<file path="config.mk">
export PLATFORM = sky130hd
export DESIGN_NAME = alu_exec
export DESIGN_NICKNAME = d
export VERILOG_FILES = /design/src/rtl/alu_pkg.sv /design/src/rtl/alu_mul_iter.sv /design/src/rtl/alu_exec.sv
export SDC_FILE = /design/constraint.sdc
export NUM_CORES = 1
export LEC_CHECK = 0
export BUFFER_PORTS_ARGS = -buffer_cell sky130_fd_sc_hd__buf_4
export CORE_UTILIZATION = 60
export DETAILED_ROUTE_END_ITERATION = 7
export PLACE_DENSITY_LB_ADDON = 0.3
export SYNTH_ARGS = -nofsm -noshare
export SYNTH_HDL_FRONTEND = slang
export SYNTH_HIERARCHICAL = 1
export SYNTH_SLANG_ARGS = --single-unit
</file>
<file path="constraint.sdc">
create_clock -name clk_i -period 5.1 [get_ports clk_i]
set_input_delay 1.02 -clock clk_i [delete_from_list [all_inputs] [get_ports clk_i]]
set_output_delay 1.02 -clock clk_i [all_outputs]
set_load 0.005 [all_outputs]
</file>
<file path="src/rtl/alu_pkg.sv">
// Shared ALU definitions: the operation codes driven by the ALU control decoder
// and the state encoding of the execution unit.
package alu_pkg;

  localparam logic [2:0] ALU_ADDI = 3'b000;
  localparam logic [2:0] ALU_SUB  = 3'b001;
  localparam logic [2:0] ALU_MUL  = 3'b010;
  localparam logic [2:0] ALU_AND  = 3'b011;
  localparam logic [2:0] ALU_OR   = 3'b100;
  localparam logic [2:0] ALU_ADD  = 3'b101;

  typedef enum logic [1:0] {
    ST_IDLE = 2'b00,
    ST_MUL  = 2'b01,
    ST_DONE = 2'b10
  } alu_state_e;

endpackage

</file>
<file path="src/rtl/alu_mul_iter.sv">
// Iterative shift-add multiplier: one multiplier bit per cycle, WIDTH cycles.
// done_o pulses during the last iteration with product_o already including
// that iteration's partial sum, so the caller latches it on the same edge.
module alu_mul_iter
  import alu_pkg::*;
#(
  parameter int WIDTH = 32
) (
  input  logic             clk_i,
  input  logic             rst_i,
  input  logic             start_i,
  input  logic [WIDTH-1:0] a_i,
  input  logic [WIDTH-1:0] b_i,
  output logic             done_o,
  output logic [WIDTH-1:0] product_o
);

  localparam int CNT_W = $clog2(WIDTH);

  logic             busy_q;
  logic [CNT_W-1:0] cnt_q;
  logic [WIDTH-1:0] mcand_q;
  logic [WIDTH-1:0] mplier_q;
  logic [WIDTH-1:0] acc_q;
  logic [WIDTH-1:0] acc_d;

  // Partial sum for the current iteration; only the low WIDTH bits are kept.
  always_comb begin
    acc_d = acc_q + (mplier_q[0] ? mcand_q : '0);
  end

  assign done_o    = busy_q && (cnt_q == '0);
  assign product_o = acc_d;

  // Load on start, then shift one multiplier bit per cycle until the count expires.
  always_ff @(posedge clk_i) begin
    if (!rst_i) begin
      busy_q   <= 1'b0;
      cnt_q    <= '0;
      mcand_q  <= '0;
      mplier_q <= '0;
      acc_q    <= '0;
    end else if (start_i) begin
      busy_q   <= 1'b1;
      cnt_q    <= CNT_W'(WIDTH - 1);
      mcand_q  <= a_i;
      mplier_q <= b_i;
      acc_q    <= '0;
    end else if (busy_q) begin
      acc_q    <= acc_d;
      mcand_q  <= mcand_q << 1;
      mplier_q <= mplier_q >> 1;
      if (cnt_q == '0) begin
        busy_q <= 1'b0;
      end else begin
        cnt_q <= cnt_q - CNT_W'(1);
      end
    end
  end

endmodule

</file>
<file path="src/rtl/alu_exec.sv">
// EX-stage execution unit. Single-cycle ADD/ADDI/SUB/AND/OR and illegal codes,
// iterative MUL through alu_mul_iter. valid/ready on both sides; all outputs
// are registered or decoded from state.
module alu_exec
  import alu_pkg::*;
#(
  parameter int WIDTH = 32
) (
  input  logic             clk_i,
  input  logic             rst_i,
  input  logic             valid_i,
  output logic             ready_o,
  input  logic [2:0]       ALUCtrl_i,
  input  logic [WIDTH-1:0] data1_i,
  input  logic [WIDTH-1:0] data2_i,
  output logic             valid_o,
  input  logic             ready_i,
  output logic [WIDTH-1:0] result_o,
  output logic             zero_o,
  output logic             illegal_o
);

  alu_state_e       state_q, state_d;
  logic [WIDTH-1:0] result_q, result_d;
  logic             zero_q, zero_d;
  logic             illegal_q, illegal_d;
  logic             mul_start;
  logic             mul_done;
  logic [WIDTH-1:0] mul_product;
  logic [WIDTH:0]   op_res;

  // Single-cycle operations; returns {illegal, result}. Arithmetic wraps.
  function automatic logic [WIDTH:0] alu_op(input logic [2:0] code,
                                            input logic [WIDTH-1:0] a,
                                            input logic [WIDTH-1:0] b);
    logic [WIDTH:0] r;
    case (code)
      ALU_ADDI, ALU_ADD: r = {1'b0, a + b};
      ALU_SUB:           r = {1'b0, a + ~b + WIDTH'(1)};
      ALU_AND:           r = {1'b0, a & b};
      ALU_OR:            r = {1'b0, a | b};
      default:           r = {1'b1, {WIDTH{1'b0}}};
    endcase
    return r;
  endfunction

  alu_mul_iter #(.WIDTH(WIDTH)) u_mul (
    .clk_i    (clk_i),
    .rst_i    (rst_i),
    .start_i  (mul_start),
    .a_i      (data1_i),
    .b_i      (data2_i),
    .done_o   (mul_done),
    .product_o(mul_product)
  );

  // Next-state and result-capture logic for IDLE -> (MUL) -> DONE -> IDLE.
  always_comb begin
    state_d   = state_q;
    result_d  = result_q;
    zero_d    = zero_q;
    illegal_d = illegal_q;
    mul_start = 1'b0;
    op_res    = '0;
    case (state_q)
      ST_IDLE: begin
        if (valid_i) begin
          if (ALUCtrl_i == ALU_MUL) begin
            mul_start = 1'b1;
            state_d   = ST_MUL;
          end else begin
            op_res    = alu_op(ALUCtrl_i, data1_i, data2_i);
            result_d  = op_res[WIDTH-1:0];
            illegal_d = op_res[WIDTH];
            zero_d    = (op_res[WIDTH-1:0] == '0);
            state_d   = ST_DONE;
          end
        end
      end
      ST_MUL: begin
        if (mul_done) begin
          result_d  = mul_product;
          illegal_d = 1'b0;
          zero_d    = (mul_product == '0);
          state_d   = ST_DONE;
        end
      end
      ST_DONE: begin
        if (ready_i) begin
          state_d = ST_IDLE;
        end
      end
      default: state_d = ST_IDLE;
    endcase
  end

  // State and output registers; reset aborts any operation in flight.
  always_ff @(posedge clk_i) begin
    if (!rst_i) begin
      state_q   <= ST_IDLE;
      result_q  <= '0;
      zero_q    <= 1'b0;
      illegal_q <= 1'b0;
    end else begin
      state_q   <= state_d;
      result_q  <= result_d;
      zero_q    <= zero_d;
      illegal_q <= illegal_d;
    end
  end

  assign ready_o   = (state_q == ST_IDLE);
  assign valid_o   = (state_q == ST_DONE);
  assign result_o  = result_q;
  assign zero_o    = zero_q;
  assign illegal_o = illegal_q;

endmodule
</file>
## After elaboration in Yosys (flattened, before gate mapping)

Index checks and enable logic that the tools add are counted.

- Bits in latches: 0
- Logic and storage cells: 78
- Flip-flop bits (word level): 138
- Memory bits (writable): 0
- Bits in read-only memories: 0
- Input port bits: 71
- Memories: 0
- Output and inout port bits: 36

- Shift operators: 0
- Add/sub/neg operators: 5
- Multipliers: 0
- Div/mod/pow operators: 0
- Bitwise gates (word level): 4
- Mux-type cells: 35
- Eq/ne operators: 12
- $lt $le $gt $ge: 0
- Reductions and logical operators: 13

Operator list:

| kind | count |
|---|---|
| $mux 32 | 8 |
| $pmux 33 s4 | 1 |
| $mux 33 | 3 |
| $add 32x32->32 | 3 |
| $logic_not 32->1 | 2 |
| $pmux 32 s2 | 1 |
| $add 32x1->32 const B | 1 |
| $and 32x32->32 | 1 |
| $not 32->32 | 1 |
| $or 32x32->32 | 1 |
| $mux 5 | 3 |
| $mux 1 | 12 |
| $mux 2 | 4 |
| $ne 2x2->1 const B | 4 |
| $eq 3x2->1 const B | 2 |
| $eq 3x3->1 const B | 2 |
| $pmux 2 s3 | 1 |
| $logic_not 5->1 | 1 |
| $sub 5x1->5 const B | 1 |
| $pmux 1 s2 | 2 |
| $reduce_and 4->1 | 1 |
| $reduce_bool 2->1 | 2 |
| $reduce_or 2->1 | 2 |
| $eq 3x1->1 const B | 1 |
| 9 further kinds | 9 |

## Logic depth before layout (Yosys ltp)

Gate-level depths: netlist (run 1).

- Depth after elaboration: 11
- Mapped depth: 17
- Gate-level depth less buffers: 16

## Hierarchy

The synthesis (run 1) kept the hierarchy.

By module, submodules not included:

| module | cells each | sequential area each (um2) | times used | area an instance (um2) |
|---|---|---|---|---|
| alu_exec | 1102 | 720.7 | 1 | 7383.3 |
| alu_mul_iter | 761 | 2042.0 | 1 | 6353.6 |

## Worst setup path after synthesis (run 1)

Ideal clock, no wire load.

- Path type: input-to-reg
- Start: input port data1_i[0]
- End: register zero_q, in the netlist zero_o
- Setup time: 0.073 ns
- Slack: 0.836 ns
- Stages: 15
- Path buffers: 0
- Data required time: 5.027 ns
- Data arrival time: 4.190 ns
- Path through: inv_1 -> ha_1 -> inv_1 -> fa_1 -> nand2b_4 -> a2111o_1 -> a211oi_2 -> nor3_1 -> a221o_1 -> a221oi_2 -> or4b_1 -> or4_1 -> nor4_2 -> nand2_1 -> o22ai_2

- Cells in the longest elaborated chain, start to end: 10
- Elaborated cells on any way between the ends: 13
- Classes of those cells: 3 x add/sub; 7 x mux; 2 x bitwise; 1 x reduce/logical

RTL lines:

| item | RTL line | text |
|---|---|---|
| from (decl) | alu_exec.sv:14 | `input logic [WIDTH-1:0] data1_i,` |
| $add 32x32->32 | alu_exec.sv:39 | `ALU_SUB: r = {1'b0, a + ~b + WIDTH'(1)};` |
| $add 32x1->32 | alu_exec.sv:39 |  |
| $pmux 33 s4 * | alu_exec.sv:37 | `case (code)` |
| $mux 33 * | alu_exec.sv:68 | `if (ALUCtrl_i == ALU_MUL) begin` |
| $mux 33 * | alu_exec.sv:67 | `if (valid_i) begin` |
| $mux 33 * | alu_exec.sv:65 | `case (state_q)` |
| $logic_not 32->1 * | alu_exec.sv:75 | `zero_d = (op_res[WIDTH-1:0] == '0);` |
| $mux 1 * | alu_exec.sv:68 |  |
| $mux 1 * | alu_exec.sv:67 |  |
| $pmux 1 s2 * | alu_exec.sv:65 |  |
| to (signal assigned) | alu_exec.sv:107 | `zero_q <= zero_d;` |
| to (decl) | alu_exec.sv:25 | `logic zero_q, zero_d;` |

Every way passes the cells marked *; elsewhere a longest branch is shown, timed or not. The select of a mux whose other input is x is not followed.
A chain may end at the register's enable or synchronous reset.

## Worst setup path after layout (run 1)

- Start: input port data2_i[5]
- End: register result_q[30], in the netlist result_o[30]

- Cells in the longest elaborated chain, start to end: 10
- Elaborated cells on any way between the ends: 11
- Classes of those cells: 3 x add/sub; 7 x mux; 1 x bitwise

RTL lines:

| item | RTL line | text |
|---|---|---|
| from (decl) | alu_exec.sv:15 | `input logic [WIDTH-1:0] data2_i,` |
| $not 32->32 | alu_exec.sv:39 |  |
| $add 32x32->32 | alu_exec.sv:39 |  |
| $add 32x1->32 | alu_exec.sv:39 |  |
| $pmux 33 s4 * | alu_exec.sv:37 |  |
| $mux 33 * | alu_exec.sv:68 |  |
| $mux 33 * | alu_exec.sv:67 |  |
| $mux 33 * | alu_exec.sv:65 |  |
| $mux 32 * | alu_exec.sv:68 |  |
| $mux 32 * | alu_exec.sv:67 |  |
| $pmux 32 s2 * | alu_exec.sv:65 |  |
| to (signal assigned) | alu_exec.sv:106 | `result_q <= result_d;` |
| to (decl) | alu_exec.sv:24 | `logic [WIDTH-1:0] result_q, result_d;` |

Marked as above.

==> results_dict.tcl, run 1 <==
set metrics [dict create \
    synth_edf_count 0 \
    status "finished clean" \
    async_reset_ff_frac 0 \
    track_usage 0.393 \
    synthesis.nets 2074 \
    place_congestion 1.00 \
    die-area_mm2 0.0235 \
    htree_levels 4 \
    cts.clk_slew.worst_paths_ns 0.07 \
    die_w_um 153 \
    seq_area_mm2 0.00277 \
    placed_area_mm2 0.0148 \
    rsz0062_at_grt "no" \
    ys.flop_type "dfxtp_1" \
    power_switching_mw 1.25 \
    hold_violations 0 \
    drtIter0Drc 1780 \
    fin_crit_sh 0.886 \
    drc 0 \
    vias_per_cell 6.58 \
    worstSetupPathType "primary input to flop" \
    switching_share 0.370 \
    synth_area_per_cell_um2 7.37 \
    wl_per_cell_um 21.1 \
    numClockSinks 138 \
    synth_cells 1863 \
    ys_ff_latch 138 \
    post-place-ws_ns 0.259 \
    nNetsFinal 2127 \
    setup_ws_ns 0.584 \
    grt_max_degree 137 \
    grt_pass1_vias 13600 \
    drive_gt1_frac 0.116 \
    dr.pass1.iters 5 \
    clkPwrFrac 0.370 \
    p_int_mw 2.14 \
    synth_cell_types 95 \
    die_h_um 153 \
    p_total_mw 3.39 \
    timing.hold.ws_ns 0.452 \
    hold_path_class "flop to flop" \
    fin_cells 2209 \
    synth_top_area_share 0.201 \
    synth-compound-area-share 0.267 \
    setup-violations-final 0 \
    power.density_mw_per_mm2 221 \
    numCtsBuffers 17 \
    insertedDiodeCount 0 \
    clk_latency_ns 0.45 \
    final-max-slew-violation-count 0 \
    post-place-cells 2177 \
    utilization 0.692 \
    post-route-min-period_ns 4.52 \
    slew_headroom 0.301 \
    leakage_nw 6.59 \
    synth_top_family_by_area "compound AO/OA/AOI/OAI gates" \
    grt_pass1_wl_um 73400 \
    share_comb_of_total_power 0.295 \
    maxCapViolCount 0 \
    cts_buffer_depth 2 \
    skew_ns 0.0150 \
    stdcell_area_mm2 0.0153 \
    yosysWarnings 6 \
    critPathCaptureType "flop" \
    muxShareOfSynthArea 0.0710 \
    fmax_ghz 0.221 \
    yosys.area_share.adder 0.129 \
    clockRootBuffer "clkbuf_16" \
    overflow 0 \
    antenna_left 0 \
    ys_seq_area_frac 0.201 \
    multiInputGateArea_mm2 0.0101 \
    hpwl_um 35000 \
    netlist_top_cells_area "dfxtp_1 (20%), ha_1 (12%), mux2i_1 (6.8%)" \
    antenna_found_initial 0 \
    rows 54 \
    arrival_ns 4.86 \
    critPathLaunchType "primary input" \
    tritoncts "done" \
    tightest_slew_ns 1.04 \
    post_cts_resize_count 0 \
    start_util 0.620 \
    pin_count 107 \
    synth_xor_area_frac 0.0255 \
    mappedNetlistArea_mm2 0.0137 \
    finalWirelength_um 46500 \
    seqPwrFrac 0.336 \
    cts_hold_buffers 0 \
    cp.required_ns 5.44 \
    ir_drop_v 0.000183 \
    vias 14500 \
    path_max_fanout 9 \
    core_area_mm2 0.0222 \
    synth_largest_area_cell "dfxtp_1" \
    area_growth_pct 11.6 \
    nFillCells 1896 \
    io_buffer_count 106 \
    fin_tns_setup_ns 0 \
    post_cts_buffers 0 \
    yosys.area_share.simple 0.241 \
]
cells by family (layout without fill, tap and decap cells):
logic type / Yosys count / after routing
flip-flops: 138 / 138
adder cells (fa/ha/maj): 140 / 140
buffers and inverters: 233 / 299
AND/OR/NAND/NOR: 663 / 663
XOR/XNOR: 40 / 40
AO/OA/AOI/OAI: 552 / 552
multiplexers: 97 / 97
cell usage after synthesis, types with 12 or more instances:
library cell / count
dfxtp_1: 138
nand4_1: 23
nand2b_1: 21
nor2_1: 142
buf_1: 13
nor3_1: 41
xor2_1: 18
o211ai_1: 27
o31ai_1: 15
nand2_1: 194
o21a_1: 18
and2_1: 102
xnor2_1: 22
o21bai_1: 12
clkbuf_1: 93
ha_1: 137
inv_1: 116
nand3_1: 39
a31oi_1: 17
a221oi_1: 15
o21ai_0: 140
a21o_1: 25
or3_1: 13
a211oi_1: 17
mux2i_1: 93
o221ai_1: 17
nor2b_1: 17
a21oi_1: 143
nor4_1: 20
power groups by stage:
stage          Combinational (mW)  Clock, mW  Sequential [mW]
3_3_place_gp                0.948          0             1.16
3_5_place_dp                0.958          0             1.16
2_1_floorplan               0.606          0             1.16
4_1_cts                     0.964       1.25             1.14
6_report                    0.998       1.25             1.14
5_1_grt                      1.07       1.30             1.14
routing by layer:
metal	vias up	GRT usage	wire, um
li1	6798	-	-
met1	6834	0.538	20300
met5	-	0	0
met4	0	0.116	1120
met2	797	0.625	20400
met3	106	0.0703	4710
layout make-up:
class | instances | share of cell area
sequential | 138 | 0.180
inverter | 119 | 0.0291
tap | 280 | 0.0228
clock buffer | 18 | 0.0286
clock inverter | 14 | 0.00808
timing repair buffer | 148 | 0.0733
multi-input combinational | 1492 | 0.658
worst max-delay path: stages:
cell,delay [ns]
buf_4,0.10
inv_1,0.05
ha_1,0.45
inv_1,0.19
a211oi_1,0.54
a211oi_2,0.21
a221o_1,0.42
o41ai_1,0.49
a211oi_1,0.22
o21ai_0,0.33
a211oi_1,0.13
a211oi_1,0.35
a211oi_1,0.12
a31o_2,0.25
placed cells by master, fill, tap and decap left out, types with 7 or more instances in the layout:
master     count
o31a_1         7
mux2i_1       93
nor2_1       142
and2_1       102
o21ai_0      140
inv_6          7
o21bai_1      12
nand4_1       23
nand2_1      194
xnor2_1       22
and3_1        11
dfxtp_1      137
nand2b_1      20
inv_1        116
o211ai_1      27
nor3_1        40
o31ai_1       15
o21a_1        18
o22ai_1        7
a31oi_1       17
ha_1         137
a221oi_1      15
a21oi_1      143
clkbuf_16     17
a221o_1        9
xor2_1        18
a21o_1        25
o221ai_1      17
buf_4        147
nor2b_1       17
or3_1         13
nor4_1        20
a211oi_1      17
nand3_1       39
a211o_1        7
registers in the layout, indices dropped and copies added, names as in the netlist:
name	count
u_mul/mcand_q	32
u_mul/cnt_q	5
zero_o	1
result_o	32
u_mul/mplier_q	32
illegal_o	1
u_mul/busy_q	1
state_q	2
u_mul/acc_q	32
worst paths after layout:
path | slack (ns) | to | startpoint | depth (start not counted)
min | 0.45 | result_o[23] | result_o[23] | 2
min reg2reg | 0.45 | result_o[23] | result_o[23] | 2
max | 0.58 | result_o[30] | data2_i[5] | 14
max reg2reg | 0.70 | zero_o | u_mul/mplier_q[0] | 17
Power figures use the tool's default switching activity.
==> run 2, diff against run 1 <==
PLACE_DENSITY = 0.8   (was unset)
PLACE_DENSITY_LB_ADDON = unset   (was 0.3)
==> run 2 against run 1 <==
Effect of this change: non-clock buffer count rose by 1; core utilization rose by 0.16 points; clock power grew 3%; clock skew is 0.0018 ns lower; final area increased by 0.24%; critical endpoint is now zero_o; largest cell class unchanged; largest power group unchanged.
==> results_dict.tcl, run 2 (same netlist as run 1, synthesis figures left out) <==
set metrics [dict create \
    cts_buffer_depth 2 \
    start_util 0.620 \
    post_cts_buffers 0 \
    status "finished clean" \
    fin_tns_setup_ns 0 \
    worstSetupPathType "primary input to flop" \
    slew_headroom 0.222 \
    wl_per_cell_um 20.8 \
    track_usage 0.387 \
    post_cts_resize_count 0 \
    seqPwrFrac 0.333 \
    rsz0062_at_grt "no" \
    clk_latency_ns 0.44 \
    grt_pass1_wl_um 72200 \
    critPathCaptureType "flop" \
    htree_levels 4 \
    die-area_mm2 0.0235 \
    ir_drop_v 0.000186 \
    power_switching_mw 1.21 \
    nNetsFinal 2128 \
    fmax_ghz 0.209 \
    finalWirelength_um 46000 \
    skew_ns 0.0132 \
    place_congestion 1.04 \
    die_w_um 153 \
    drc 0 \
    antenna_found_initial 1 \
    power.density_mw_per_mm2 223 \
    cts_hold_buffers 0 \
    hpwl_um 34600 \
    vias_per_cell 6.56 \
    overflow 0 \
    final_common_cell "nand2_1" \
    final-max-slew-violation-count 0 \
    r2r_start "u_mul/mplier_q[0]" \
    vias 14500 \
    antenna_left 0 \
    rows 54 \
    holdCritStartpoint "result_o[23]" \
    tritoncts "done" \
    area_growth_pct 11.9 \
    numCtsBuffers 17 \
    drive_gt1_frac 0.116 \
    arrival_ns 5.15 \
    pin_count 107 \
    grt_max_degree 137 \
    setup-violations-final 0 \
    core_area_mm2 0.0222 \
    clkPwrFrac 0.376 \
    path_max_fanout 4 \
    switching_share 0.353 \
    maxCapViolCount 0 \
    die_h_um 153 \
    critPathLaunchType "primary input" \
    numClockSinks 138 \
    grt_pass1_vias 13600 \
    tightest_slew_ns 1.14 \
    hold_path_class "flop to flop" \
    cp-startpoint "data2_i[0]" \
    drtIter0Drc 1596 \
    cts.clk_slew.worst_paths_ns 0.07 \
    share_comb_of_total_power 0.291 \
    layout_common_cells "nand2_1 (194), buf_4 (148), a21oi_1 (143), nor2_1 (142), o21ai_0 (140)" \
    dr.pass1.iters 6 \
    p_int_mw 2.21 \
    post-route-min-period_ns 4.79 \
    leakage_nw 6.61 \
    clockRootBuffer "clkbuf_16" \
    cp.required_ns 5.46 \
    timing.hold.ws_ns 0.453 \
    io_buffer_count 106 \
    fin_crit_sh 0.940 \
    hold_violations 0 \
]
## run 2: metrics by stage
| stage | utilization | area, um^2 | total power, mW | instances | worst slack, ns |
|---|---|---|---|---|---|
| 2_1_floorplan | - | 13700 | 1.76 | 1863 | 0.836 |
| 3_3_place_gp | 0.667 | 14800 | 2.11 | 2178 | 0.166 |
| 3_5_place_dp | 0.667 | 14800 | 2.12 | 2178 | 0.136 |
| 4_1_cts | 0.693 | 15400 | 3.40 | 2210 | 0.575 |
| 5_1_grt | 0.693 | 15400 | 3.55 | 2210 | 0.325 |
| 6_report | 0.694 | 15400 | 3.42 | 2211 | 0.308 |
## run 2: path summary, 6_finish.rpt
| kind | to | slack [ns] | depth (start not counted) |
|---|---|---|---|
| hold reg to reg | result_o[23] | 0.45 | 2 |
| hold / removal | result_o[23] | 0.45 | 2 |
| setup reg to reg | zero_o | 0.56 | 17 |
| setup / recovery | zero_o | 0.31 | 16 |
## run 2: area by class of cell
class                           instances  area [um^2]
Fill cell                            1908         6790
Timing Repair Buffer                  149         1130
Clock buffer                           17          425
Multi-Input combinational cell       1492        10100
Sequential cell                       138         2770
Inverter                              119          447
Clock inverter                         15          164
Tap cell                              280          350
Antenna cell                            1         2.50
## run 2: critical path, cell delays in order
cell	delay, ns
buf_4	0.11
ha_1	0.16
inv_1	0.07
fa_1	0.41
nor2b_1	0.22
o2111ai_1	0.29
a311oi_1	0.64
nor2_1	0.16
o211ai_1	0.16
xnor2_1	0.09
a2111oi_0	0.97
buf_4	0.27
o2111ai_1	0.13
nor4_2	0.23
nand2_1	0.11
o22ai_2	0.11
## run 2: metal layers
| metal | wire (um) | part of all wire | global-route usage | vias up |
|---|---|---|---|---|
| met2 | 20400 | 0.44 | 0.614 | 760 |
| met5 | 0 | 0 | 0 | - |
| li1 | - | - | - | 6804 |
| met3 | 4290 | 0.093 | 0.0740 | 110 |
| met4 | 1510 | 0.033 | 0.145 | 0 |
| met1 | 19800 | 0.43 | 0.518 | 6836 |
## run 2: power by group through the flow
stage | sequential (mW) | combinational [mW] | clock, mW
after floorplan | 1.16 | 0.606 | 0
after global placement | 1.16 | 0.948 | 0
after detailed placement | 1.16 | 0.959 | 0
after CTS | 1.14 | 0.964 | 1.29
after global routing | 1.14 | 1.07 | 1.33
final | 1.14 | 0.996 | 1.29
